===== config.mk =====
export PLATFORM = sky130hd
export DESIGN_NAME = nvm_op_sequencer
export DESIGN_NICKNAME = d
export VERILOG_FILES = /design/src/rtl/nvm_op_sequencer.sv
export SDC_FILE = /design/constraint.sdc
export NUM_CORES = 1
export LEC_CHECK = 0
export BUFFER_PORTS_ARGS = -buffer_cell sky130_fd_sc_hd__buf_2
export CAP_MARGIN = 5
export CORE_MARGIN = 2
export CORE_UTILIZATION = 52
export CTS_CLUSTER_DIAMETER = 150
export DETAILED_ROUTE_END_ITERATION = 8
export PLACE_DENSITY_LB_ADDON = 0.15
export SLEW_MARGIN = 20
export SYNTH_ARGS = -nofsm -noshare
export SYNTH_HDL_FRONTEND = slang
export SYNTH_SLANG_ARGS = --single-unit

===== constraint.sdc =====
create_clock -name clk -period 2.7 [get_ports clk]
set_clock_uncertainty 0.05 [all_clocks]
set_input_delay 0.135 -clock clk [delete_from_list [all_inputs] [get_ports clk]]
set_output_delay 0.135 -clock clk [all_outputs]
set_load 0.1 [all_outputs]

===== src/rtl/nvm_op_sequencer.sv =====
// Splits one host command into single-beat ops on the NVM wrapper port, one op in flight at a time.
// Build option NVM_SEQ_TIMEOUT_EN adds a WAIT timeout that aborts the command and raises o_err.
module nvm_op_sequencer #(
  parameter int NBW_DATA   = 8,
  parameter int NBW_LEN    = 8,
  parameter int TMO_CYCLES = 255
) (
  input  logic                clk,
  input  logic                rst_async_n,
  input  logic                i_start,
  input  logic [3:0]          i_cmd_op,
  input  logic                i_cmd_region,
  input  logic [NBW_DATA-1:0] i_cmd_addr,
  input  logic [NBW_LEN-1:0]  i_cmd_len,
  input  logic [NBW_DATA-1:0] i_wr_data,
  input  logic                i_wr_valid,
  output logic                o_wr_ready,
  output logic [NBW_DATA-1:0] o_rd_data,
  output logic                o_rd_valid,
  output logic                o_busy,
  output logic                o_done,
  output logic                o_err,
  output logic [NBW_DATA-1:0] o_mem_addr,
  output logic [NBW_DATA-1:0] o_mem_data,
  output logic [3:0]          o_mem_op,
  output logic                o_mem_region,
  output logic                o_mem_op_valid,
  input  logic [NBW_DATA-1:0] i_mem_data,
  input  logic                i_mem_valid,
  output logic [2:0]          dbg_state
);

  // Write beats: i_wr_valid/o_wr_ready follow valid/ready rules; a beat transfers on a
  // rising clk edge where both are high, ready is only raised in FETCH, and valid is
  // ignored in every other state.

  localparam logic [3:0] OP_READ  = 4'h1;
  localparam logic [3:0] OP_WRITE = 4'h2;

  if (TMO_CYCLES < 1 || TMO_CYCLES > 255) begin : g_bad_tmo
    $error("TMO_CYCLES must be in 1..255");
  end

  typedef enum logic [2:0] {
    S_IDLE  = 3'd0,
    S_FETCH = 3'd1,
    S_ISSUE = 3'd2,
    S_WAIT  = 3'd3,
    S_DONE  = 3'd4
  } state_t;

  state_t state, next_state;

  logic [NBW_LEN-1:0]  beat_cnt;
  logic [NBW_DATA-1:0] nxt_addr;
  logic [3:0]          cmd_op;
  logic                cmd_region;

  logic                start_acc, wr_fire, mem_ack, tmo_hit;
  logic                busy_d, wr_ready_d, op_valid_d, done_d;
  logic [NBW_DATA-1:0] issue_addr;
  logic [3:0]          issue_op;
  logic                issue_region;

  assign start_acc = (state == S_IDLE) && i_start;
  assign wr_fire   = (state == S_FETCH) && i_wr_valid;
  // A zero-length command passes WAIT once with nothing outstanding, so no answer is consumed.
  assign mem_ack   = (state == S_WAIT) && i_mem_valid && (beat_cnt != '0);
  assign dbg_state = state;

`ifdef NVM_SEQ_TIMEOUT_EN
  localparam logic [7:0] TMO_LAST = 8'(TMO_CYCLES - 1);
  logic [7:0] tmo_cnt;
  assign tmo_hit = (state == S_WAIT) && !i_mem_valid && (beat_cnt != '0) && (tmo_cnt == TMO_LAST);
`else
  assign tmo_hit = 1'b0;
  assign o_err   = 1'b0;
`endif

  always_ff @(posedge clk or negedge rst_async_n) begin
    if (!rst_async_n) state <= S_IDLE;
    else              state <= next_state;
  end

  always_comb begin
    next_state = state;
    case (state)
      S_IDLE: begin
        if (i_start) begin
          if (i_cmd_len == '0)          next_state = S_WAIT;
          else if (i_cmd_op == OP_WRITE) next_state = S_FETCH;
          else                           next_state = S_ISSUE;
        end
      end
      S_FETCH: if (i_wr_valid) next_state = S_ISSUE;
      S_ISSUE: next_state = S_WAIT;
      S_WAIT: begin
        if (beat_cnt == '0) begin
          next_state = S_DONE;
        end else if (i_mem_valid) begin
          if (beat_cnt == NBW_LEN'(1))  next_state = S_DONE;
          else if (cmd_op == OP_WRITE)  next_state = S_FETCH;
          else                          next_state = S_ISSUE;
        end else if (tmo_hit) begin
          next_state = S_DONE;
        end
      end
      S_DONE:  next_state = S_IDLE;
      default: next_state = S_IDLE;
    endcase
  end

  // Flags are computed from next_state and registered, so they line up with the state register.
  always_comb begin
    busy_d     = (next_state != S_IDLE);
    wr_ready_d = (next_state == S_FETCH);
    op_valid_d = (next_state == S_ISSUE);
    done_d     = (next_state == S_DONE);
  end

  always_comb begin
    issue_addr   = nxt_addr;
    issue_op     = cmd_op;
    issue_region = cmd_region;
    if (start_acc) begin
      issue_addr   = i_cmd_addr;
      issue_op     = i_cmd_op;
      issue_region = i_cmd_region;
    end else if (mem_ack) begin
      issue_addr = nxt_addr + NBW_DATA'(1);
    end
  end

  always_ff @(posedge clk or negedge rst_async_n) begin
    if (!rst_async_n) begin
      beat_cnt       <= '0;
      nxt_addr       <= '0;
      cmd_op         <= '0;
      cmd_region     <= 1'b0;
      o_busy         <= 1'b0;
      o_wr_ready     <= 1'b0;
      o_mem_op_valid <= 1'b0;
      o_done         <= 1'b0;
      o_rd_valid     <= 1'b0;
      o_rd_data      <= '0;
      o_mem_addr     <= '0;
      o_mem_data     <= '0;
      o_mem_op       <= '0;
      o_mem_region   <= 1'b0;
    end else begin
      o_busy         <= busy_d;
      o_wr_ready     <= wr_ready_d;
      o_mem_op_valid <= op_valid_d;
      o_done         <= done_d;
      o_rd_valid     <= 1'b0;
      if (start_acc) begin
        beat_cnt   <= i_cmd_len;
        nxt_addr   <= i_cmd_addr;
        cmd_op     <= i_cmd_op;
        cmd_region <= i_cmd_region;
      end
      if (wr_fire) o_mem_data <= i_wr_data;
      // Address/op/region only move when the next op is launched, so they stay put between ISSUEs.
      if (op_valid_d) begin
        o_mem_addr   <= issue_addr;
        o_mem_op     <= issue_op;
        o_mem_region <= issue_region;
      end
      if (mem_ack) begin
        beat_cnt <= beat_cnt - NBW_LEN'(1);
        nxt_addr <= nxt_addr + NBW_DATA'(1);
        if (cmd_op == OP_READ) begin
          o_rd_valid <= 1'b1;
          o_rd_data  <= i_mem_data;
        end
      end
    end
  end

`ifdef NVM_SEQ_TIMEOUT_EN
  always_ff @(posedge clk or negedge rst_async_n) begin
    if (!rst_async_n) begin
      tmo_cnt <= '0;
      o_err   <= 1'b0;
    end else begin
      tmo_cnt <= (state == S_WAIT && next_state == S_WAIT) ? tmo_cnt + 8'd1 : 8'd0;
      if (start_acc)    o_err <= 1'b0;
      else if (tmo_hit) o_err <= 1'b1;
    end
  end
`endif

endmodule


==> results of run 1 <==
## state kept, by name, summed over array words and instances (netlist names), 3 cells and up
name        cells
o_mem_data      8
o_mem_op        4
o_rd_data       8
nxt_addr        8
cmd_op          4
dbg_state       3
o_mem_addr      8
beat_cnt        8
## worst paths after layout
| path | start | to | slack (ns) | depth (start not counted) |
|---|---|---|---|---|
| worst max-delay path | beat_cnt[0]$_DFFE_PN0P_ | o_mem_op[3]$_DFFE_PN0N_ | 0.22 | 8 |
| worst min-delay path | i_cmd_len[3] | beat_cnt[3]$_DFFE_PN0P_ | 0.01 | 2 |
| worst max register to register | beat_cnt[0]$_DFFE_PN0P_ | o_mem_op[3]$_DFFE_PN0N_ | 0.22 | 8 |
| worst min register to register | cmd_region$_DFF_PN0_ | cmd_region$_DFF_PN0_ | 0.42 | 2 |
| max in group asynchronous | rst_async_n | o_rd_data[7]$_DFFE_PN0P_ | 1.56 | 3 |
| min in group asynchronous | rst_async_n | o_mem_data[1]$_DFFE_PN0P_ | 0.37 | 2 |
## Yosys cell counts, types with 2 or more instances
cell type / instances / area (um^2)
a32oi_1: 2 / 17.5
nor2b_1: 2 / 12.5
nor4_4: 4 / 85.1
mux2i_1: 4 / 40.0
mux2_4: 9 / 135
ha_1: 4 / 50.1
nand2_1: 33 / 124
nor2_1: 9 / 33.8
o211ai_1: 3 / 22.5
mux2_2: 20 / 225
a2111oi_4: 2 / 55.1
dfrtp_1: 58 / 1450
nor3b_1: 2 / 15.0
nor3_1: 2 / 10.0
a21oi_1: 4 / 20.0
o21ai_0: 3 / 15.0
nand3_1: 8 / 40.0
or3b_1: 2 / 17.5
a21o_1: 3 / 22.5
a221o_1: 2 / 20.0
nand4_1: 2 / 12.5
nor4_1: 2 / 12.5
o311ai_0: 3 / 26.3
clkbuf_1: 5 / 18.8
nand4b_1: 2 / 17.5
nand2b_1: 2 / 12.5
buf_4: 2 / 15.0
inv_1: 5 / 18.8
## logic make-up after synthesis
| family | after synthesis |
|---|---|
| mux | 33 |
| other cells | 1 |
| compound gates | 34 |
| buf+inv | 15 |
| simple gates | 82 |
| flops | 58 |
| fa+ha+maj | 4 |
## stage by stage
step                worst slack, ns  std cells
CTS                           0.206        409
floorplan                    0.0723        227
detailed placement            0.229        374
global route                 0.0904        410
global placement              0.319        374
finish                        0.217        410
## critical path: stages, from the launching register on
cell,delay [ns]
dfrtp_1,0.40
inv_1,0.11
ha_1,0.25
a21oi_1,0.11
and4bb_2,0.27
a2111oi_4,0.36
nor3b_4,0.29
buf_12,0.19
mux2_2,0.34
## routing by layer
| metal | up-vias | GRT usage | routed length, um | share of wire |
|---|---|---|---|---|
| met5 | - | 0 | 0 | 0 |
| met2 | 42 | 0.388 | 3120 | 0.50 |
| met1 | 1037 | 0.286 | 2840 | 0.45 |
| li1 | 1051 | - | - | - |
| met4 | 0 | 0.0964 | 96 | 0.015 |
| met3 | 10 | 0.0419 | 229 | 0.036 |
## area by class of cell
type | count | area (um^2)
Timing Repair Buffer | 108 | 681
Tap cell | 70 | 87.6
Clock inverter | 2 | 35.0
Fill cell | 399 | 1440
Clock buffer | 13 | 169
Sequential cell | 58 | 1450
Multi-Input combinational cell | 154 | 1280
Inverter | 5 | 18.8
==> flow_summary.ini, run 1 <==
[detailed_routing]
route.vias.total = 2140
drc_errors = 0
routed_wl_um = 6290
detail_route.wl_per_cell_um = 15.4
ant_nets = 0
first_pass_iters = 4
drt_iter0_drc = 68
via_per_inst = 5.22

[grt]
grt_pass1_vias = 2182
grt_use_total = 0.228
grt_overflow_total = 0
grt_pass1_wl_um = 10600
grt_antenna_before_repair = 0
grt_max_degree = 35

[sta]
fmax_ghz = 0.403
finalSetupViolations = 0
hold_slack_ns = 0.0137
rsz0062_at_grt = no
min_period_ns = 2.48
worst_pin_slew_ns = 0.762
slew_headroom = 0.492
setup_tns_ns = 0
hold_viol = 0
period_share = 0.920
slew_violations = 0

[setup_path]
cp_data_arrival_time_ns = 2.65
cp_data_required_time_ns = 2.86
worst-setup-path-type = flip-flop to flip-flop
critPathCaptureType = flip-flop
critPathMaxFanout = 14
start_kind = flip-flop

[final_layout]
mostFrequentLayoutCells = 78 x buf_2, 56 x dfrtp_1, 33 x nand2_1
nNetsFinal = 382
design_area_mm2 = 0.00373
syn_to_final_growth_pct = 32.7
drive_above_1_share = 0.426
mostFrequentLayoutCell = buf_2
final_util = 0.721
num_antenna_cells = 0

[yosys]
syn_inst = 227
synthSimpleGateAreaFrac = 0.184
synth_edf_count = 0
yosysSeqAreaShare = 0.517
synthArstFlopShare = 1.00
synthFlopType = dfrtp_1
synthMuxAreaShare = 0.143
ys_seq_elements = 58
syn_area_mm2 = 0.00281
ys.warnings.count = 0
avgSynthCellArea_um2 = 12.4
synth_compound_area_frac = 0.108
syn-num-nets = 273
synth-xor-area-share = 0
synthAdderAreaFrac = 0.0178
synth_top_family_by_area = simple AND/OR/NAND/NOR gates
yosysUniqueCellTypes = 56

[placed_design]
globalplace.congestion = 0.909
hpwl_um = 4450
port_buffers = 78
dpl_cell_area_mm2 = 0.00331

[clock_network]
cts_tree = done
clock_sinks = 58
clkTransAtPathRegs_ns = 0.06
post_cts_buffers = 0
clk_latency_ns = 0.33
cts_made_buffers = 9
cts_hold_buf = 20
post_cts_resize_count = 0
h-tree-depth = 3
ctsRootBufferMaster = clkbuf_8
cts_buffer_depth = 2

[floorplanning]
io_pins = 80
coreArea_mm2 = 0.00517
die_y_um = 77.5
num_rows = 26
start_util = 0.543
die_area_mm2 = 0.00601
die_w_um = 77.5

[run]
maxCapViolations = 0

[worst_hold_path]
hold_path.class = input pin to flip-flop

[outcome]
status = completed
Power of run 1 is not shown: default switching activity piles up to over one toggle a cycle in this logic, so the estimate is an artifact.
==> run 2, diff against run 1 <==
--- a/config.mk
+++ b/config.mk
@@ -5,6 +5,7 @@
 export SDC_FILE = /design/constraint.sdc
 export NUM_CORES = 1
 export LEC_CHECK = 0
+export ABC_AREA = 1
 export BUFFER_PORTS_ARGS = -buffer_cell sky130_fd_sc_hd__buf_2
 export CAP_MARGIN = 5
 export CORE_MARGIN = 2
==> run 2 against run 1 <==
Die area grew 0.26%. Worst setup slack gained 0.37 ns. First-iteration DRC count grew 120%. Highest routed layer unchanged.
==> flow_summary.ini, run 2 <==
[outcome]
status = completed

[yosys]
syn_area_mm2 = 0.00282
yosys-top-cells-count = 112 x nand2_1, 58 x dfrtp_1, 29 x nand3_1
yosysUniqueCellTypes = 29
ys.warnings.count = 0
synth_area_leader_cell = dfrtp_1
ys_seq_elements = 58
yosysSeqAreaShare = 0.515
synthArstFlopShare = 1.00
avgSynthCellArea_um2 = 8.56
synth.most_common_cell = nand2_1
synth_edf_count = 0
syn-num-nets = 375
syn_inst = 329
synthTopCellsByArea = dfrtp_1 52%, nand2_1 15%, nand3_1 5.2%, inv_1 3.5%, mux2_2 3.2%
synthFlopType = dfrtp_1
synth_top_area_share = 0.515

[setup_path]
startpoint = beat_cnt[0]$_DFFE_PN0P_
cp_data_arrival_time_ns = 2.29
r2r-end = o_rd_data[6]$_DFFE_PN0P_
regToRegSetupSlack_ns = 0.59
cp_data_required_time_ns = 2.88
worst-setup-path-type = flip-flop to flip-flop
critPathMaxFanout = 18
start_kind = flip-flop
r2r-start = beat_cnt[0]$_DFFE_PN0P_
reg2reg_depth = 11
critPathCaptureType = flip-flop

[sta]
slew_headroom = 0.642
slew_violations = 0
hold_viol = 0
period_share = 0.782
fmax_ghz = 0.474
rsz0062_at_grt = no
setup_tns_ns = 0
min_period_ns = 2.11
worst_pin_slew_ns = 0.536
finalSetupViolations = 0

[worst_hold_path]
hold_path.class = input pin to flip-flop
hold_end = nxt_addr[4]$_DFFE_PN0P_
holdCritStartpoint = i_cmd_addr[4]
holdPathStages = 3

[floorplanning]
die_y_um = 77.6
coreArea_mm2 = 0.00517
start_util = 0.545
die_area_mm2 = 0.00602
num_rows = 26
die_w_um = 77.6
io_pins = 80

[clock_network]
clock_sinks = 58
ctsRootBufferMaster = clkbuf_8
clkTransAtPathRegs_ns = 0.06
cts_buffer_depth = 2
cts_tree = done
clk_latency_ns = 0.34
post_cts_buffers = 0
h-tree-depth = 3
cts_made_buffers = 9

[detailed_routing]
via_per_inst = 4.99
route.vias.total = 2537
ant_nets = 0
detail_route.wl_per_cell_um = 13.3
first_pass_iters = 6
routed_wl_um = 6780
drc_errors = 0
drt_iter0_drc = 152

[grt]
grt_pass1_vias = 2493
grt_use_total = 0.249
use_met3 = 0.0442
grt_overflow_total = 0
use_met2 = 0.396
grt_busiest_layer = met2
grt_max_degree = 44
met1_usage = 0.326
grt_antenna_before_repair = 0
grt_pass1_wl_um = 11600

[final_layout]
drive_above_1_share = 0.279
mostFrequentLayoutCells = 112 x nand2_1, 78 x buf_2, 58 x dfrtp_1
mostFrequentLayoutCell = nand2_1
syn_to_final_growth_pct = 30.4
num_antenna_cells = 0
nNetsFinal = 480

[run]
maxCapViolations = 0

[placed_design]
globalplace.congestion = 0.815
hpwl_um = 4580
port_buffers = 78
run 2: logic make-up after synthesis:
logic type                 count (synthesis)  synth area share
and+or+nand+nor                          189             0.301
DFF                                       58             0.515
buffers and inverters                     39            0.0657
AOI/OAI and AO/OA                         23            0.0449
muxes                                      8            0.0320
xor gates and xnor gates                   7            0.0218
adders and majority gates                  4            0.0178
other                                      1           0.00133
run 2: worst max-delay path: stages, from the launching register on:
cell     delay, ns
dfrtp_1       0.40
inv_1         0.15
ha_1          0.17
inv_1         0.05
nor3_1        0.14
nand2_1       0.09
nand2_2       0.28
inv_2         0.20
nand2_2       0.21
inv_2         0.13
nand2_1       0.08
nand2_1       0.05
run 2: how the worst max path moves through the flow:
| stage | endpoint | slack (ns) | cells after the start |
|---|---|---|---|
| 6_report | o_rd_data[6]$_DFFE_PN0P_ | 0.59 | 11 |
| 5_1_grt | o_rd_data[0]$_DFFE_PN0P_ | 0.34 | 11 |
| 4_1_cts | o_rd_data[6]$_DFFE_PN0P_ | 0.61 | 11 |
| 3_5_place_dp | o_rd_data[6]$_DFFE_PN0P_ | 0.62 | 11 |
| 3_3_place_gp | o_rd_data[2]$_DFFE_PN0P_ | 0.64 | 11 |
| 2_1_floorplan | o_mem_addr[3]$_DFFE_PN0N_ | 0.62 | 10 |
run 2: repair_timing:
item | in CTS | in global routing
resized for setup | 0 | 0
endpoints found under the setup margin | 0 | 0
endpoints found under the hold margin | 38 | 0
hold buffers | 24 | 0
run 2: layer usage:
metal	up-vias	part of all wire
li1	1271	-
met1	1169	0.44
met2	82	0.49
met3	15	0.053
met4	0	0.023
met5	-	0
run 2: cell type report:
type,count,area (um^2)
flip-flops and latches,58,1450
fillers,413,1500
well taps,70,87.6
inverters,30,113
multi-input cells,232,1180
clock inverters,2,35.0
repair buffers,103,638
clock buffers,13,169
run 2: metrics by stage:
step	instance area, um^2	util	hold WS [ns]	worst slack [ns]	cells
floorplan	2820	-	-0.211	0.620	329
global placement	3230	0.624	0.0215	0.639	469
detailed placement	3230	0.624	0.0238	0.618	469
CTS	3670	0.710	0.00339	0.606	508
global route	3670	0.710	0.0163	0.336	508
finish	3670	0.710	0.0118	0.589	508
Power of run 2 is left out for the same reason.
==> run 3, diff against run 2 <==
--- a/config.mk
+++ b/config.mk
@@ -9,7 +9,7 @@
 export BUFFER_PORTS_ARGS = -buffer_cell sky130_fd_sc_hd__buf_2
 export CAP_MARGIN = 5
 export CORE_MARGIN = 2
-export CORE_UTILIZATION = 52
+export CORE_UTILIZATION = 47
 export CTS_CLUSTER_DIAMETER = 150
 export DETAILED_ROUTE_END_ITERATION = 8
 export PLACE_DENSITY_LB_ADDON = 0.15
==> constraint.sdc (replaced) <==
create_clock -name clk -period 1.85 [get_ports clk]
set_clock_uncertainty 0.05 [all_clocks]
set_input_delay 0.0925 -clock clk [delete_from_list [all_inputs] [get_ports clk]]
set_output_delay 0.0925 -clock clk [all_outputs]
set_load 0.1 [all_outputs]
==> run 3 against run 2 <==
Cell area is 5.1% higher. Flip-flop and latch count stayed put. Highest routed layer unchanged. Final cell count is 5.1% higher. Maximum frequency is 22% higher. Via count is 3.6% higher. First-iteration DRC count is 36% lower. Worst setup slack worse by 0.47 ns. Largest cell class unchanged. Non-clock buffer count is 19 higher. Utilization is 5.0 points lower. Sequential share of layout area is 1.8 points lower. Die area is 10% higher. Hold slack worse by 0.0099 ns.
==> flow_summary.ini, run 3 (synthesis results as in run 2) <==
[sta]
hold_slack_ns = 0.00188
hold_viol = 0
period_share = 0.937
slew_violations = 0
fmax_ghz = 0.577
finalSetupViolations = 0
min_period_ns = 1.73

[clock_network]
clock_sinks = 58
clk_latency_ns = 0.34
cts_tree = done
cts_made_buffers = 9
ctsRootBufferMaster = clkbuf_8
cts_buffer_depth = 2
clkTransAtPathRegs_ns = 0.07
h-tree-depth = 3

[grt]
use_met2 = 0.367
grt_use_total = 0.232
met1_usage = 0.313
grt_overflow_total = 0
grt_pass1_wl_um = 11500
grt_pass1_vias = 2469
grt_antenna_before_repair = 0
grt_max_degree = 39
use_met3 = 0.0440
grt_busiest_layer = met2

[detailed_routing]
routed_wl_um = 7350
drc_errors = 0
detail_route.wl_per_cell_um = 13.8
drt_iter0_drc = 98
first_pass_iters = 4
via_per_inst = 4.92
ant_nets = 0
route.vias.total = 2629

[setup_path]
regToRegSetupSlack_ns = 0.12
start_kind = flip-flop
cp_data_arrival_time_ns = 1.96
r2r-end = o_mem_addr[6]$_DFFE_PN0N_
worst-setup-path-type = flip-flop to flip-flop
cp_data_required_time_ns = 2.08
critPathCaptureType = flip-flop
reg2reg_depth = 12
critPathMaxFanout = 5
r2r-start = beat_cnt[0]$_DFFE_PN0P_

[floorplanning]
coreArea_mm2 = 0.00585
die_w_um = 81.4
die_y_um = 81.4
start_util = 0.481
io_pins = 80
die_area_mm2 = 0.00663
num_rows = 28

[worst_hold_path]
holdPathStages = 3
holdCritStartpoint = i_cmd_len[5]
hold_path.class = input pin to flip-flop
hold_end = beat_cnt[5]$_DFFE_PN0P_

[final_layout]
syn_to_final_growth_pct = 37.1
mostFrequentLayoutCell = nand2_1
num_antenna_cells = 0
nNetsFinal = 500
fill_cells = 518
drive_above_1_share = 0.316
mostFrequentLayoutCells = 111 x nand2_1, 78 x buf_2, 55 x dfrtp_1

[placed_design]
hpwl_um = 4960
port_buffers = 78
globalplace.congestion = 0.916

[outcome]
status = completed

[run]
maxCapViolations = 0
==> run 3: changes by cell type in the layout (fill, tap and decap cells not counted), sizes merged <==
cell,delta
dlygate4sd3,+6
nand2,+1
buf,+13
clkinv,+3
clkinvlp,+3
clkbuf,-4
bufinv,-1
==> run 3: final cells by class <==
class,instances,area (um^2),share of cell area
sequential,58,1460,0.377
timing repair buffer,122,820,0.212
multi-input combinational,233,1210,0.313
clock buffer,9,124,0.0321
inverter,30,113,0.0292
clock inverter,7,46.3,0.0120
tap,75,93.8,0.0243
==> run 3: what timing repair did <==
| item | CTS | global route |
|---|---|---|
| resized for setup | 0 | 11 |
| hold buffers | 30 | 0 |
| buffers inserted | 0 | 1 |
| endpoints found under the setup margin | 0 | 17 |
| hold endpoints to repair | 87 | 0 |
==> run 3: how the worst max path moves through the flow <==
stage / slack [ns] / from / cells after the start / to
global placement: 0.1 / beat_cnt[0]$_DFFE_PN0P_ / 11 / o_mem_addr[7]$_DFFE_PN0N_
global route: -0.005 / beat_cnt[0]$_DFFE_PN0P_ / 12 / o_mem_op[2]$_DFFE_PN0N_
detailed placement: 0.07 / beat_cnt[0]$_DFFE_PN0P_ / 11 / o_mem_addr[5]$_DFFE_PN0N_
floorplan: 0.07 / dbg_state[0]$_DFF_PN0_ / 10 / o_mem_addr[2]$_DFFE_PN0N_
CTS: 0.06 / beat_cnt[0]$_DFFE_PN0P_ / 11 / o_mem_addr[5]$_DFFE_PN0N_
finish: 0.12 / beat_cnt[0]$_DFFE_PN0P_ / 12 / o_mem_addr[6]$_DFFE_PN0N_
==> run 3: per-layer routing <==
layer	wire, um	up-vias
li1	-	1304
met1	3190	1232
met2	3630	80
met3	379	13
met4	146	0
met5	0	-
==> run 3: critical path: stages (launching register included) <==
cell and delay, ns:
dfrtp_1 0.39, inv_2 0.07, ha_1 0.20, inv_2 0.06
nand2_2 0.06, nand4_4 0.09, nand2_1 0.06, nand2_1 0.07
nand2_2 0.06, nor2_4 0.22, buf_4 0.19, nand3_1 0.08
nand2_1 0.08
==> run 3: through the flow <==
stage	utilization	setup slack, ns	instance area (um^2)	std cells	TNS [ns]
after floorplan	-	0.0747	2820	329	0
after global placement	0.570	0.0953	3330	485	0
after detailed placement	0.570	0.0728	3330	485	0
after CTS	0.650	0.0561	3800	531	0
after global routing	0.660	-0.00521	3860	534	-0.00521
final	0.660	0.116	3860	534	0
Power of run 3 is left out for the same reason.
